`src/rtl/program_sequencer.sv`:
```
// program_sequencer: fetches header/operand/IR records from byte memory and drives the accumulator controller.
// Optional macro SEQ_STEP_EN adds a step input that gates each advance out of CAP.
module program_sequencer #(
    parameter int                ADDR_W     = 8,
    parameter logic [ADDR_W-1:0] START_ADDR = '0
) (
    input  logic              clk,
    input  logic              reset_n,
    input  logic              start,
    output logic              mem_req,
    output logic [ADDR_W-1:0] mem_addr,
    input  logic              mem_ack,
    input  logic [7:0]        mem_rdata,
    output logic [1:0]        ctrl_enable,
    output logic [7:0]        ctrl_data,
    input  logic [7:0]        ctrl_result,
    input  logic [7:0]        ctrl_ir,
    output logic [7:0]        result,
    output logic [1:0]        result_flags,
    output logic              result_valid,
    output logic [7:0]        instr_count,
    output logic              busy,
`ifdef SEQ_STEP_EN
    output logic              done,
    input  logic              step
`else
    output logic              done
`endif
);

    typedef enum logic [3:0] {IDLE, HDR, FR0, LR0, FR1, LR1, FIR, LIR, EXEC, CAP, HALT} state_e;

    state_e            state_q, fetch_d;
    logic              req_q;
    logic [ADDR_W-1:0] addr_q, addr_d;
    logic [1:0]        en_q, en_d;
    logic [7:0]        data_q, result_q, cnt_q, cnt_d;
    logic [1:0]        flags_q;
    logic              valid_q, busy_q, done_q, ld_r1_q, advance;
    logic              unused_ir;

    assign unused_ir = ^ctrl_ir[5:0];

`ifdef SEQ_STEP_EN
    assign advance = step;
`else
    assign advance = 1'b1;
`endif

    always_comb begin
        addr_d  = addr_q + 1'b1;
        cnt_d   = (cnt_q == 8'hFF) ? cnt_q : cnt_q + 8'd1;
        fetch_d = (state_q == FR0) ? LR0 :
                  (state_q == FR1) ? LR1 :
                  (state_q == FIR) ? LIR :
                  mem_rdata[7]     ? HALT :
                  mem_rdata[0]     ? FR0 :
                  mem_rdata[1]     ? FR1 : FIR;
        en_d    = (state_q == FR0) ? 2'b01 :
                  (state_q == FR1) ? 2'b10 :
                  (state_q == FIR) ? 2'b11 : 2'b00;
    end

    always_ff @(posedge clk or negedge reset_n) begin
        if (!reset_n) begin
            state_q  <= IDLE;
            req_q    <= 1'b0;
            addr_q   <= START_ADDR;
            en_q     <= 2'b00;
            data_q   <= 8'h00;
            result_q <= 8'h00;
            flags_q  <= 2'b00;
            valid_q  <= 1'b0;
            cnt_q    <= 8'h00;
            busy_q   <= 1'b0;
            done_q   <= 1'b0;
            ld_r1_q  <= 1'b0;
        end else begin
            valid_q <= 1'b0;
            case (state_q)
                IDLE, HALT: if (start) begin
                    state_q <= HDR;
                    busy_q  <= 1'b1;
                    done_q  <= 1'b0;
                    cnt_q   <= 8'h00;
                    addr_q  <= START_ADDR;
                end
                // Request goes up one cycle after entry; the ack edge latches data and primes the next load.
                HDR, FR0, FR1, FIR: begin
                    if (!req_q) req_q <= 1'b1;
                    else if (mem_ack) begin
                        req_q   <= 1'b0;
                        addr_q  <= addr_d;
                        state_q <= fetch_d;
                        en_q    <= en_d;
                        if (state_q == HDR) begin
                            ld_r1_q <= mem_rdata[1];
                            busy_q  <= !mem_rdata[7];
                            done_q  <= mem_rdata[7];
                        end else data_q <= mem_rdata;
                    end
                end
                LR0: begin
                    en_q    <= 2'b00;
                    state_q <= ld_r1_q ? FR1 : FIR;
                end
                LR1: begin
                    en_q    <= 2'b00;
                    state_q <= FIR;
                end
                LIR: begin
                    en_q    <= 2'b00;
                    state_q <= EXEC;
                end
                // The controller executes on the EXEC negedge, so its result is settled at this edge.
                EXEC: begin
                    cnt_q    <= cnt_d;
                    result_q <= ctrl_result;
                    flags_q  <= ctrl_ir[7:6];
                    valid_q  <= 1'b1;
                    state_q  <= CAP;
                end
                CAP: if (advance) state_q <= HDR;
                default: state_q <= IDLE;
            endcase
        end
    end

    assign mem_req      = req_q;
    assign mem_addr     = addr_q;
    assign ctrl_enable  = en_q;
    assign ctrl_data    = data_q;
    assign result       = result_q;
    assign result_flags = flags_q;
    assign result_valid = valid_q;
    assign instr_count  = cnt_q;
    assign busy         = busy_q;
    assign done         = done_q;

endmodule

```
`config.mk`:
```
export PLATFORM = sky130hd
export DESIGN_NAME = program_sequencer
export DESIGN_NICKNAME = d
export VERILOG_FILES = /design/src/rtl/program_sequencer.sv
export SDC_FILE = /design/constraint.sdc
export NUM_CORES = 1
export LEC_CHECK = 0
export ABC_AREA = 1
export BUFFER_PORTS_ARGS = -buffer_cell sky130_fd_sc_hd__buf_2
export CAP_MARGIN = 10
export CORE_AREA = 2 2 79 81
export DETAILED_ROUTE_END_ITERATION = 12
export DIE_AREA = 0 0 81 83
export SYNTH_ARGS = -nofsm -noshare
export SYNTH_HDL_FRONTEND = slang
export SYNTH_SLANG_ARGS = --single-unit
```
`constraint.sdc`:
```
create_clock -name clk -period 3.2 [get_ports clk]
set_input_delay 0.48 -clock clk [delete_from_list [all_inputs] [get_ports clk]]
set_output_delay 0.48 -clock clk [all_outputs]
set_load 0.05 [all_outputs]
```
==> summary.txt <==
CTS sink cnt = 45
VDD IR max = 0.532 mV
Port Buffers = 61
global route overflow = 0
global-route wire length before repair = 8630 um
final hold violation count = 0
via count = 1986
TritonCTS buffer count = 5
Crit. Startpoint = state_q[0]
CORE AREA = 5820 um^2
Ant. Diodes = 0
GRT Total Usage = 16.0%
initial cell density of the core = 39.4%
Clock H-tree levels = 2
simple-gate share of the synthesized area = 34.1%
site row count = 28
Synth top cells by count = nand2_1 (112), dfrtp_1 (45), inv_1 (21)
TNS Setup = 0 ps
ANT nets after route = 0
adder-cell share of the synthesized area = 1.09%
Yosys warnings = 0
Post-Syn Area per Cell = 8.12 um^2
fillers = 614
gpl congestion = 0.796
Resize count post-CTS = 0
post-layout min period = 1880 ps
main area contributors after synthesis = dfrtp_1 (49%), nand2_1 (18%), nand3_1 (4.4%)
Syn Inst Count = 282
DP Worst Slack = 1290 ps
Worst EP arrival = 2070 ps
die height = 83 um
Post-synth EDFFs = 0
mux share of post-synthesis cell area = 3.44%
die area = 6720 um^2
Area growth syn-to-layout = 20.0%
largest net degree at the start of global routing = 46
fmax = 531 MHz
final worst slack = 1320 ps
Seq/Total Area, Yosys = 49.2%
TritonCTS clock tree = done
Seq cells post-synth = 45
Post-CTS Setup Repair Bufs = 0
crit path kind = flop to flop
MaxCap Viol Count = 0
I/O pins = 68
share of flip-flops with an asynchronous set or reset = 100%
Hold/Removal Path Class = input pin to async pin
cell area after synthesis = 2290 um^2
top-area cell type share of the netlist area = 49.2%
clock skew = 13.8 ps
distinct cell type count after synthesis = 29
layout cells sized above 1 = 29.2%
top-count cell post-synth = nand2_1
unrepaired setup endpoints after global routing = false
Synth Area in Compound Gates = 4.53%
XOR/XNOR Fraction of Synth Area = 1.53%
area leader, netlist = dfrtp_1
CP required = 3390 ps
syn nets = 312
Via density = 4.72
Detailed Route WL = 4800 um
vias in the first global route = 1972
Power Dens Cells = 1060 nW/um^2
leakage = 0.00152 uW
CP max FO = 16
final setup violation count = 0
Post-CTS Hold Fix Bufs = 0
DR iter-0 viols = 74
FF-to-FF Start = state_q[0]
nets@finish = 375
drt drc = 0
drt wl/cell = 11.4 um
status = finished, final reports clean
antenna violations before repair = 0
Tcrit/Tclk final = 58.9%
slew margin rel. = 32.4%
Final Max Slew Viols = 0
clk_lat worst skew = 310 ps
largest family of logic cells by synthesized area = simple AND/OR/NAND/NOR gates
Die W = 81 um
CP startpoint kind = flop
main flop type after synthesis = dfrtp_1
crit end category = flop
Final HPWL DP = 3500 um
Clock Path Buffers = 2
Root Driver = clkbuf_8
router iterations before antenna repair = 6
Worst-Margin Slew = 1010 ps
post-layout util = 47.3%
clock slew at reported path FFs = 90 ps
## flip-flops by register name, indices dropped and copies added (netlist names)
| signal | flops |
|---|---|
| result_valid | 1 |
| done | 1 |
| ctrl_data | 8 |
| mem_addr | 8 |
| ctrl_enable | 2 |
| instr_count | 8 |
| result_flags | 2 |
| result | 8 |
| busy | 1 |
| state_q | 4 |
| ld_r1_q | 1 |
| mem_req | 1 |
## logic make-up after synthesis
| logic type | Yosys count |
|---|---|
| flops | 45 |
| buf+inv | 32 |
| mux | 7 |
| fa+ha+maj | 2 |
| simple gates | 173 |
| xor+xnor | 4 |
| compound gates | 19 |
## routing by layer
| layer | share of wire [%] | global-route usage [%] |
|---|---|---|
| met1 | 47 | 21.0 |
| met5 | 0 | 0 |
| met2 | 46 | 25.7 |
| met4 | 0.73 | 4.16 |
| met3 | 6.8 | 4.78 |
## cell usage in the layout (no fill, tap or decap), drive strengths merged
cell type	synthesis	layout
clkbuf	2	5
nor3	2	2
dfrtp	45	45
nand4	3	3
xor2	3	3
xnor2	1	1
or2	2	2
ha	2	2
o31ai	1	1
o21ai	14	14
inv	27	30
nor2	22	22
a31o	1	1
o21a	1	1
mux2	7	7
nand2	121	121
a21oi	2	2
nand3b	1	1
buf	3	61
nand3	22	22
## layout make-up
class | count | area (um^2) | share of cell area, %
repair buffers | 61 | 305 | 11.1
clock inverters | 3 | 26.3 | 0.955
inverters | 27 | 106 | 3.87
well taps | 75 | 93.8 | 3.41
flip-flops and latches | 45 | 1130 | 40.9
clock buffers | 5 | 68.8 | 2.50
multi-input cells | 205 | 1020 | 37.2
## final timing paths
check                                   to  slack [ps]  depth (start not counted)
min                            mem_addr[4]         340                          1
min in group clk           result_flags[1]         350                          3
max in group asynchronous       state_q[1]        2230                          1
min reg2reg                           busy         480                          2
max reg2reg                 instr_count[7]        1320                          6
max                         instr_count[7]        1320                          6
## where the power goes
group	switching, uW	internal (uW)
Sequential	127	761
Clock	218	162
Combinational	1240	418
## through the flow
stage | cell area, um^2 | hold WS (ps) | power, uW | std cells
6_report | 2750 | 337 | 2920 | 421
3_5_place_dp | 2660 | 460 | 2570 | 413
3_3_place_gp | 2660 | 462 | 2550 | 413
4_1_cts | 2750 | 345 | 2960 | 421
2_1_floorplan | 2290 | 184 | 2240 | 282
5_1_grt | 2750 | 356 | 3160 | 421
## worst max-delay path: stages (launching register included)
cell and delay [ps]:
dfrtp_1 450, nor2_1 240, nand2_2 250, inv_2 320, nand3_1 170, nand3_2 220, o21ai_0 120
Note: power is estimated with default switching activity, not from simulation.
